<file path="config.mk">
export PLATFORM = sky130hd
export DESIGN_NAME = uart_tx_flat
export DESIGN_NICKNAME = d
export VERILOG_FILES = /design/src/rtl/uart_pkg.sv /design/src/rtl/uart_tx_if.sv /design/src/rtl/uart_tx_fifo.sv /design/src/rtl/uart_tx.sv /design/src/flat_wrapper.sv
export SDC_FILE = /design/constraint.sdc
export NUM_CORES = 1
export LEC_CHECK = 0
export ABC_AREA = 1
export CAP_MARGIN = 5
export CORE_MARGIN = 2
export CORE_UTILIZATION = 64
export CTS_BUF_LIST = sky130_fd_sc_hd__clkbuf_8 sky130_fd_sc_hd__clkbuf_16
export CTS_CLUSTER_SIZE = 12
export DETAILED_ROUTE_END_ITERATION = 10
export PLACE_DENSITY_LB_ADDON = 0.1
export SETUP_SLACK_MARGIN = 0.4
export SYNTH_ARGS = -nofsm -noshare
export SYNTH_HDL_FRONTEND = slang
export SYNTH_SLANG_ARGS = --single-unit
</file>
<file path="constraint.sdc">
create_clock -name clk -period 4.2 [get_ports clk]
set_input_delay 1.26 -clock clk [delete_from_list [all_inputs] [get_ports clk]]
set_output_delay 1.26 -clock clk [all_outputs]
set_load 0.005 [all_outputs]
</file>
<file path="src/rtl/uart_pkg.sv">
// Shared UART constants: baud divisor for the 12 MHz board clock, frame shape
// and the transmit FSM state encoding (also used by the receiver).
package uart_pkg;

    localparam int BAUD_DIV_115200 = 103;
    localparam int DATA_BITS       = 8;
    localparam int STOP_BITS       = 1;
    localparam int BAUD_CNT_W      = 12;

    localparam logic [1:0] TX_IDLE  = 2'd0;
    localparam logic [1:0] TX_START = 2'd1;
    localparam logic [1:0] TX_DATA  = 2'd2;
    localparam logic [1:0] TX_STOP  = 2'd3;

endpackage

</file>
<file path="src/rtl/uart_tx_if.sv">
// Byte-stream handshake between the host core and the UART transmitter.
interface uart_tx_if;

    logic [7:0] tx_data;
    logic       tx_valid;
    logic       tx_ready;

    modport master (output tx_data, output tx_valid, input tx_ready);
    modport slave  (input tx_data, input tx_valid, output tx_ready);

endinterface

</file>
<file path="src/rtl/uart_tx_fifo.sv">
// Single-clock elastic FIFO in front of the transmitter; head word is
// presented combinationally on dout_o.
module uart_tx_fifo #(
    parameter int FIFO_AW = 2,
    parameter int DW      = 8
) (
    input  logic               clk,
    input  logic               rst_n,
    input  logic               push_i,
    input  logic               pop_i,
    input  logic [DW-1:0]      din_i,
    output logic [DW-1:0]      dout_o,
    output logic [FIFO_AW:0]   level_o,
    output logic               full_o,
    output logic               empty_o
);

    localparam int DEPTH = 1 << FIFO_AW;

    logic [DW-1:0]      mem_q [DEPTH];
    logic [FIFO_AW-1:0] wr_ptr_q = '0;
    logic [FIFO_AW-1:0] rd_ptr_q = '0;
    logic [FIFO_AW:0]   level_q  = '0;
    logic               do_push;
    logic               do_pop;

    assign full_o  = (level_q == DEPTH[FIFO_AW:0]);
    assign empty_o = (level_q == '0);
    assign do_push = push_i && !full_o;
    assign do_pop  = pop_i && !empty_o;
    assign dout_o  = mem_q[rd_ptr_q];
    assign level_o = level_q;

    // Pointers wrap naturally at 2**FIFO_AW; the level counter has one extra bit for "full".
    always_ff @(posedge clk) begin
        if (!rst_n) begin
            wr_ptr_q <= '0;
            rd_ptr_q <= '0;
            level_q  <= '0;
        end else begin
            if (do_push) wr_ptr_q <= wr_ptr_q + 1'b1;
            if (do_pop)  rd_ptr_q <= rd_ptr_q + 1'b1;
            case ({do_push, do_pop})
                2'b10:   level_q <= level_q + 1'b1;
                2'b01:   level_q <= level_q - 1'b1;
                default: level_q <= level_q;
            endcase
        end
    end

    always_ff @(posedge clk) begin
        if (do_push) mem_q[wr_ptr_q] <= din_i;
    end

endmodule

</file>
<file path="src/rtl/uart_tx.sv">
// 8N1 UART transmitter, LSB first, with a small FIFO so the host can queue a
// burst; consecutive queued bytes go out with no idle gap between frames.
module uart_tx
    import uart_pkg::*;
#(
    parameter int BAUD_DIV = BAUD_DIV_115200,
    parameter int FIFO_AW  = 2
) (
    input  logic             clk,
    input  logic             rst_n,
    uart_tx_if.slave         tx_if,
    output logic             txd_o,
    output logic             tx_busy_o,
    output logic [FIFO_AW:0] fifo_level_o
);

    localparam logic [BAUD_CNT_W-1:0] BAUD_RELOAD = BAUD_CNT_W'(BAUD_DIV);
    localparam logic [2:0]            LAST_BIT    = 3'(DATA_BITS - 1);

    logic [1:0]            state_q    = TX_IDLE;
    logic [1:0]            state_d;
    logic [BAUD_CNT_W-1:0] baud_cnt_q = '0;
    logic [BAUD_CNT_W-1:0] baud_cnt_d;
    logic [2:0]            bit_cnt_q  = '0;
    logic [2:0]            bit_cnt_d;
    logic [7:0]            shift_q    = '0;
    logic [7:0]            shift_d;
    logic                  txd_q      = 1'b1;
    logic                  txd_d;
    logic                  busy_q     = 1'b0;
    logic                  busy_d;

    logic                  push;
    logic                  pop;
    logic                  fifo_full;
    logic                  fifo_empty;
    logic [7:0]            fifo_dout;
    logic [FIFO_AW:0]      level;
    logic [FIFO_AW:0]      level_nxt;
    logic                  baud_done;

    uart_tx_fifo #(
        .FIFO_AW (FIFO_AW),
        .DW      (8)
    ) u_fifo (
        .clk     (clk),
        .rst_n   (rst_n),
        .push_i  (push),
        .pop_i   (pop),
        .din_i   (tx_if.tx_data),
        .dout_o  (fifo_dout),
        .level_o (level),
        .full_o  (fifo_full),
        .empty_o (fifo_empty)
    );

    assign tx_if.tx_ready = !fifo_full;
    assign push           = tx_if.tx_valid && !fifo_full;
    assign baud_done      = (baud_cnt_q == '0);

    always_comb begin
        state_d    = state_q;
        baud_cnt_d = baud_cnt_q;
        bit_cnt_d  = bit_cnt_q;
        shift_d    = shift_q;
        txd_d      = txd_q;
        pop        = 1'b0;
        case (state_q)
            TX_IDLE: begin
                txd_d = 1'b1;
                if (!fifo_empty) begin
                    pop        = 1'b1;
                    shift_d    = fifo_dout;
                    txd_d      = 1'b0;
                    baud_cnt_d = BAUD_RELOAD;
                    state_d    = TX_START;
                end
            end
            TX_START: begin
                if (baud_done) begin
                    txd_d      = shift_q[0];
                    shift_d    = {1'b0, shift_q[7:1]};
                    bit_cnt_d  = '0;
                    baud_cnt_d = BAUD_RELOAD;
                    state_d    = TX_DATA;
                end else begin
                    baud_cnt_d = baud_cnt_q - 1'b1;
                end
            end
            TX_DATA: begin
                if (baud_done) begin
                    baud_cnt_d = BAUD_RELOAD;
                    if (bit_cnt_q == LAST_BIT) begin
                        txd_d   = 1'b1;
                        state_d = TX_STOP;
                    end else begin
                        txd_d     = shift_q[0];
                        shift_d   = {1'b0, shift_q[7:1]};
                        bit_cnt_d = bit_cnt_q + 1'b1;
                    end
                end else begin
                    baud_cnt_d = baud_cnt_q - 1'b1;
                end
            end
            TX_STOP: begin
                // A queued byte starts its start bit straight out of the stop bit.
                if (baud_done) begin
                    if (!fifo_empty) begin
                        pop        = 1'b1;
                        shift_d    = fifo_dout;
                        txd_d      = 1'b0;
                        baud_cnt_d = BAUD_RELOAD;
                        state_d    = TX_START;
                    end else begin
                        state_d = TX_IDLE;
                    end
                end else begin
                    baud_cnt_d = baud_cnt_q - 1'b1;
                end
            end
            default: begin
                txd_d   = 1'b1;
                state_d = TX_IDLE;
            end
        endcase
    end

    // Busy is registered from next-state values so the pin-side flag never glitches.
    always_comb begin
        level_nxt = level;
        if (push && !pop)      level_nxt = level + 1'b1;
        else if (pop && !push) level_nxt = level - 1'b1;
        busy_d = (state_d != TX_IDLE) || (level_nxt != '0);
    end

    always_ff @(posedge clk) begin
        if (!rst_n) begin
            state_q    <= TX_IDLE;
            baud_cnt_q <= '0;
            bit_cnt_q  <= '0;
            txd_q      <= 1'b1;
            busy_q     <= 1'b0;
        end else begin
            state_q    <= state_d;
            baud_cnt_q <= baud_cnt_d;
            bit_cnt_q  <= bit_cnt_d;
            txd_q      <= txd_d;
            busy_q     <= busy_d;
        end
    end

    always_ff @(posedge clk) begin
        shift_q <= shift_d;
    end

    assign txd_o        = txd_q;
    assign tx_busy_o    = busy_q;
    assign fifo_level_o = level;

endmodule

</file>
<file path="src/flat_wrapper.sv">
// flat-port wrapper written by rule: the top's interface ports become plain ports
module uart_tx_flat import uart_pkg::*;
#(
    parameter int BAUD_DIV = BAUD_DIV_115200,
    parameter int FIFO_AW  = 2
)
  (clk, rst_n, txd_o, tx_busy_o, fifo_level_o, tx_if_tx_data, tx_if_tx_valid, tx_if_tx_ready);
  uart_tx_if tx_if_i ();
  input  logic clk;
  input  logic rst_n;
  output logic txd_o;
  output logic tx_busy_o;
  output logic [FIFO_AW:0] fifo_level_o;
  input wire logic [$bits(tx_if_i.tx_data)-1:0] tx_if_tx_data;
  input wire logic [$bits(tx_if_i.tx_valid)-1:0] tx_if_tx_valid;
  output wire logic [$bits(tx_if_i.tx_ready)-1:0] tx_if_tx_ready;
  assign tx_if_i.tx_data = tx_if_tx_data;
  assign tx_if_i.tx_valid = tx_if_tx_valid;
  assign tx_if_tx_ready = tx_if_i.tx_ready;
  uart_tx #(.BAUD_DIV(BAUD_DIV), .FIFO_AW(FIFO_AW)) u_core (.clk(clk), .rst_n(rst_n), .tx_if(tx_if_i), .txd_o(txd_o), .tx_busy_o(tx_busy_o), .fifo_level_o(fifo_level_o));
endmodule
</file>
==> reports/metrics.yaml <==
floorplan:
  die_area_um2: 5880
  die_height_um: 76.7
  io_pins: 17
  fp.dieW_um: 76.7
  core_um2: 5110
  start_util_pct: 66.2
  num_rows: 26
final_layout:
  fin_util_pct: 74.1
  nets: 406
  nFillCells: 373
  diodes: 0
  final_layout_size_suffix_gt1_share_pct: 9.90
  syn2layout_area_growth_pct: 12.0
global_route:
  overflow: 0
  track_usage_pct: 25.2
  grt_max_degree: 18
  grt_pass1_wl_um: 11500
  antenna_found_initial: 0
  grt_pass1_vias: 2417
detailed_routing:
  vias: 2526
  wire_per_inst_um: 15.2
  drc: 0
  drt_first_pass_iters: 5
  drt_wl_total_um: 6900
  viasPerCell: 5.56
  drtIter0Drc: 180
  ant_nets: 0
clock_tree:
  max-clock-path-buffers: 2
  postCtsSetupRepairBufs: 0
  root_buffer: "clkbuf_8"
  cts_tree: "yes"
  htreeDepth: 3
  ctsHoldBuffers: 0
  ctsResizeCount: 0
  clk_latency_ps: 340
  cts_buffers: 9
  clk_transition_reported_paths_ps: 70
  cts.sinks: 68
logic_synthesis:
  ys_ff_latch: 68
  synthArstFlopShare_pct: 0
  ys_types: 34
  synthFlopType: "edfxtp_1"
  postSynthAreaPerCell_um2: 9.39
  synth.yosys.seq_area_share_pct: 52.1
  synth_edf_count: 40
  yosys_warnings: 0
  synth_top_area_share_pct: 35.5
  yosysMostFrequentCell: "nand2_1"
  synth_top_area_cell: "edfxtp_1"
  synthesis.nets: 387
  netlist_area_um2: 3380
  synth_commonest_cells: "51 x nand2_1, 44 x inv_1, 43 x nor2_1, 40 x edfxtp_1, 36 x o21ai_0"
  synth_cells: 360
  synth_area_leaders: "edfxtp_1 36%, dfxtp_1 17%, ha_1 5.9%, nand2_1 5.7%, o21ai_0 5.3%"
timing:
  rsz0062_at_grt: "false"
  finalHoldViolCount: 0
  worst_pin_slew_ps: 1110
  fin_tns_setup_ps: 0
  post-route-min-period_ps: 2980
  clock_skew_ps: 6.21
  fin_ws_ps: 1220
  max_freq_mhz: 336
  relSlewSlack_pct: 25.8
  setup_viol: 0
  drv_slew: 0
  fin_crit_sh_pct: 70.9
worst_setup_path:
  slowest_delay_ps: 500
  r2r_cells: 9
  criticalPathCategory: "reg -> out"
  rr_startpoint: "u_core.state_q[0]"
  r2r_end: "u_core.u_fifo.level_o[2]"
  endpoint_kind: "output port"
  critPathTopFamily: "buffers and inverters"
  cp_max_fo: 6
  startpoint_type: "flop"
  cp_num_buf_inv: 2
  crit_chain: "inv_1, ha_1, nand2_1, clkdlybuf4s50_1"
  arrival_ps: 1720
  required_ps: 2940
  regToRegSetupSlack_ps: 1570
  slowest_stage: "clkdlybuf4s50_1"
power:
  p_leak_nw: 1.54
  p_total_mw: 2.67
  peakVddDrop_mv: 0.411
  power_density_nw_per_um2: 706
min_path:
  min_to: "u_core.txd_o"
  whs_path_depth: 2
  min_from: "u_core.txd_o"
  hold_class: "reg -> reg"
status:
  status: "finished clean"
placement:
  io_buffers: 16
  place_hpwl_um: 4990
  gp_congestion: 0.957
  dp_slack_ps: 1220
run:
  cap_violations: 0
==> cell type report <==
type | instances | area, um2 | share of cell area, %
multi-input cells | 238 | 1400 | 37.0
flip-flops and latches | 68 | 1760 | 46.5
inverters | 46 | 175 | 4.63
well taps | 70 | 87.6 | 2.31
clock inverters | 7 | 75.1 | 1.98
clock buffers | 9 | 124 | 3.27
repair buffers | 16 | 160 | 4.23
==> per-stage QoR <==
stage	area, um2	std cells	hold WS (ps)
CTS	3790	454	482
detailed placement	3590	438	463
global route	3790	454	519
global placement	3590	438	449
floorplan	3380	360	451
finish	3790	454	480
==> cells in the final DEF, fill, tap and decap left out, drive strengths merged, types with 3 or more instances in the layout <==
| master | instances |
|---|---|
| clkbuf | 9 |
| ha | 16 |
| o22ai | 8 |
| nand3 | 19 |
| nand4 | 3 |
| nor2 | 52 |
| o21ai | 43 |
| a22o | 6 |
| a21oi | 24 |
| dfxtp | 28 |
| clkdlybuf4s50 | 16 |
| nand2 | 53 |
| inv | 48 |
| xor2 | 7 |
| edfxtp | 40 |
==> routing by layer <==
layer  part of all wire [%]  up-vias  routed length (um)  track usage, %
li1                       -     1249                   -               -
met1                     47     1178                3240            35.1
met2                     45       87                3130            39.3
met3                    6.0       12                 414            4.71
met4                    1.7        0                 116            9.64
met5                      0        -                   0               0
==> state kept, by name (all words and copies together) (netlist names), named ones only <==
register / count
u_core.baud_cnt_q: 12
u_core.bit_cnt_q: 3
u_core.txd_o: 1
u_core.u_fifo.mem_q: 32
u_core.u_fifo.wr_ptr_q: 2
u_core.state_q: 2
u_core.shift_q: 8
u_core.tx_busy_o: 1
u_core.u_fifo.level_o: 3
u_core.u_fifo.rd_ptr_q: 2
==> report_power, final <==
| group | switching (mW) | internal [mW] | total, mW | leakage (nW) |
|---|---|---|---|---|
| logic | 0.733 | 0.400 | 1.13 | 0.841 |
| clock network | 0.261 | 0.277 | 0.538 | 0.0939 |
| registers | 0.106 | 0.896 | 1.00 | 0.606 |
| total | 1.10 | 1.57 | 2.67 | 1.54 |
==> kinds of logic after synthesis <==
kind of cell             share of synthesized area, %
buffers and inverters                            6.40
adder cells (fa/ha/maj)                          5.92
XOR/XNOR                                         2.33
AND/OR/NAND/NOR                                  19.0
AO/OA/AOI/OAI                                    14.2
flip-flops                                       52.1
==> worst register-to-register path, delay by kind of cell (launching register included) <==
family	cells	cell delay, ps
simple gates	1	590
fa+ha+maj	2	790
flops	1	390
compound gates	3	490
buf+inv	3	330
==> worst max path at each step <==
stage | start | to | depth (start not counted)
global route | u_core.u_fifo.level_o[0] | tx_if_tx_ready | 4
finish | u_core.u_fifo.level_o[0] | tx_if_tx_ready | 4
global placement | rst_n | u_core.baud_cnt_q[1] | 5
detailed placement | rst_n | u_core.baud_cnt_q[0] | 5
floorplan | tx_if_tx_valid | u_core.u_fifo.mem_q[0][0] | 3
CTS | u_core.u_fifo.level_o[0] | tx_if_tx_ready | 4
Note: power is estimated with default switching activity, not from simulation.
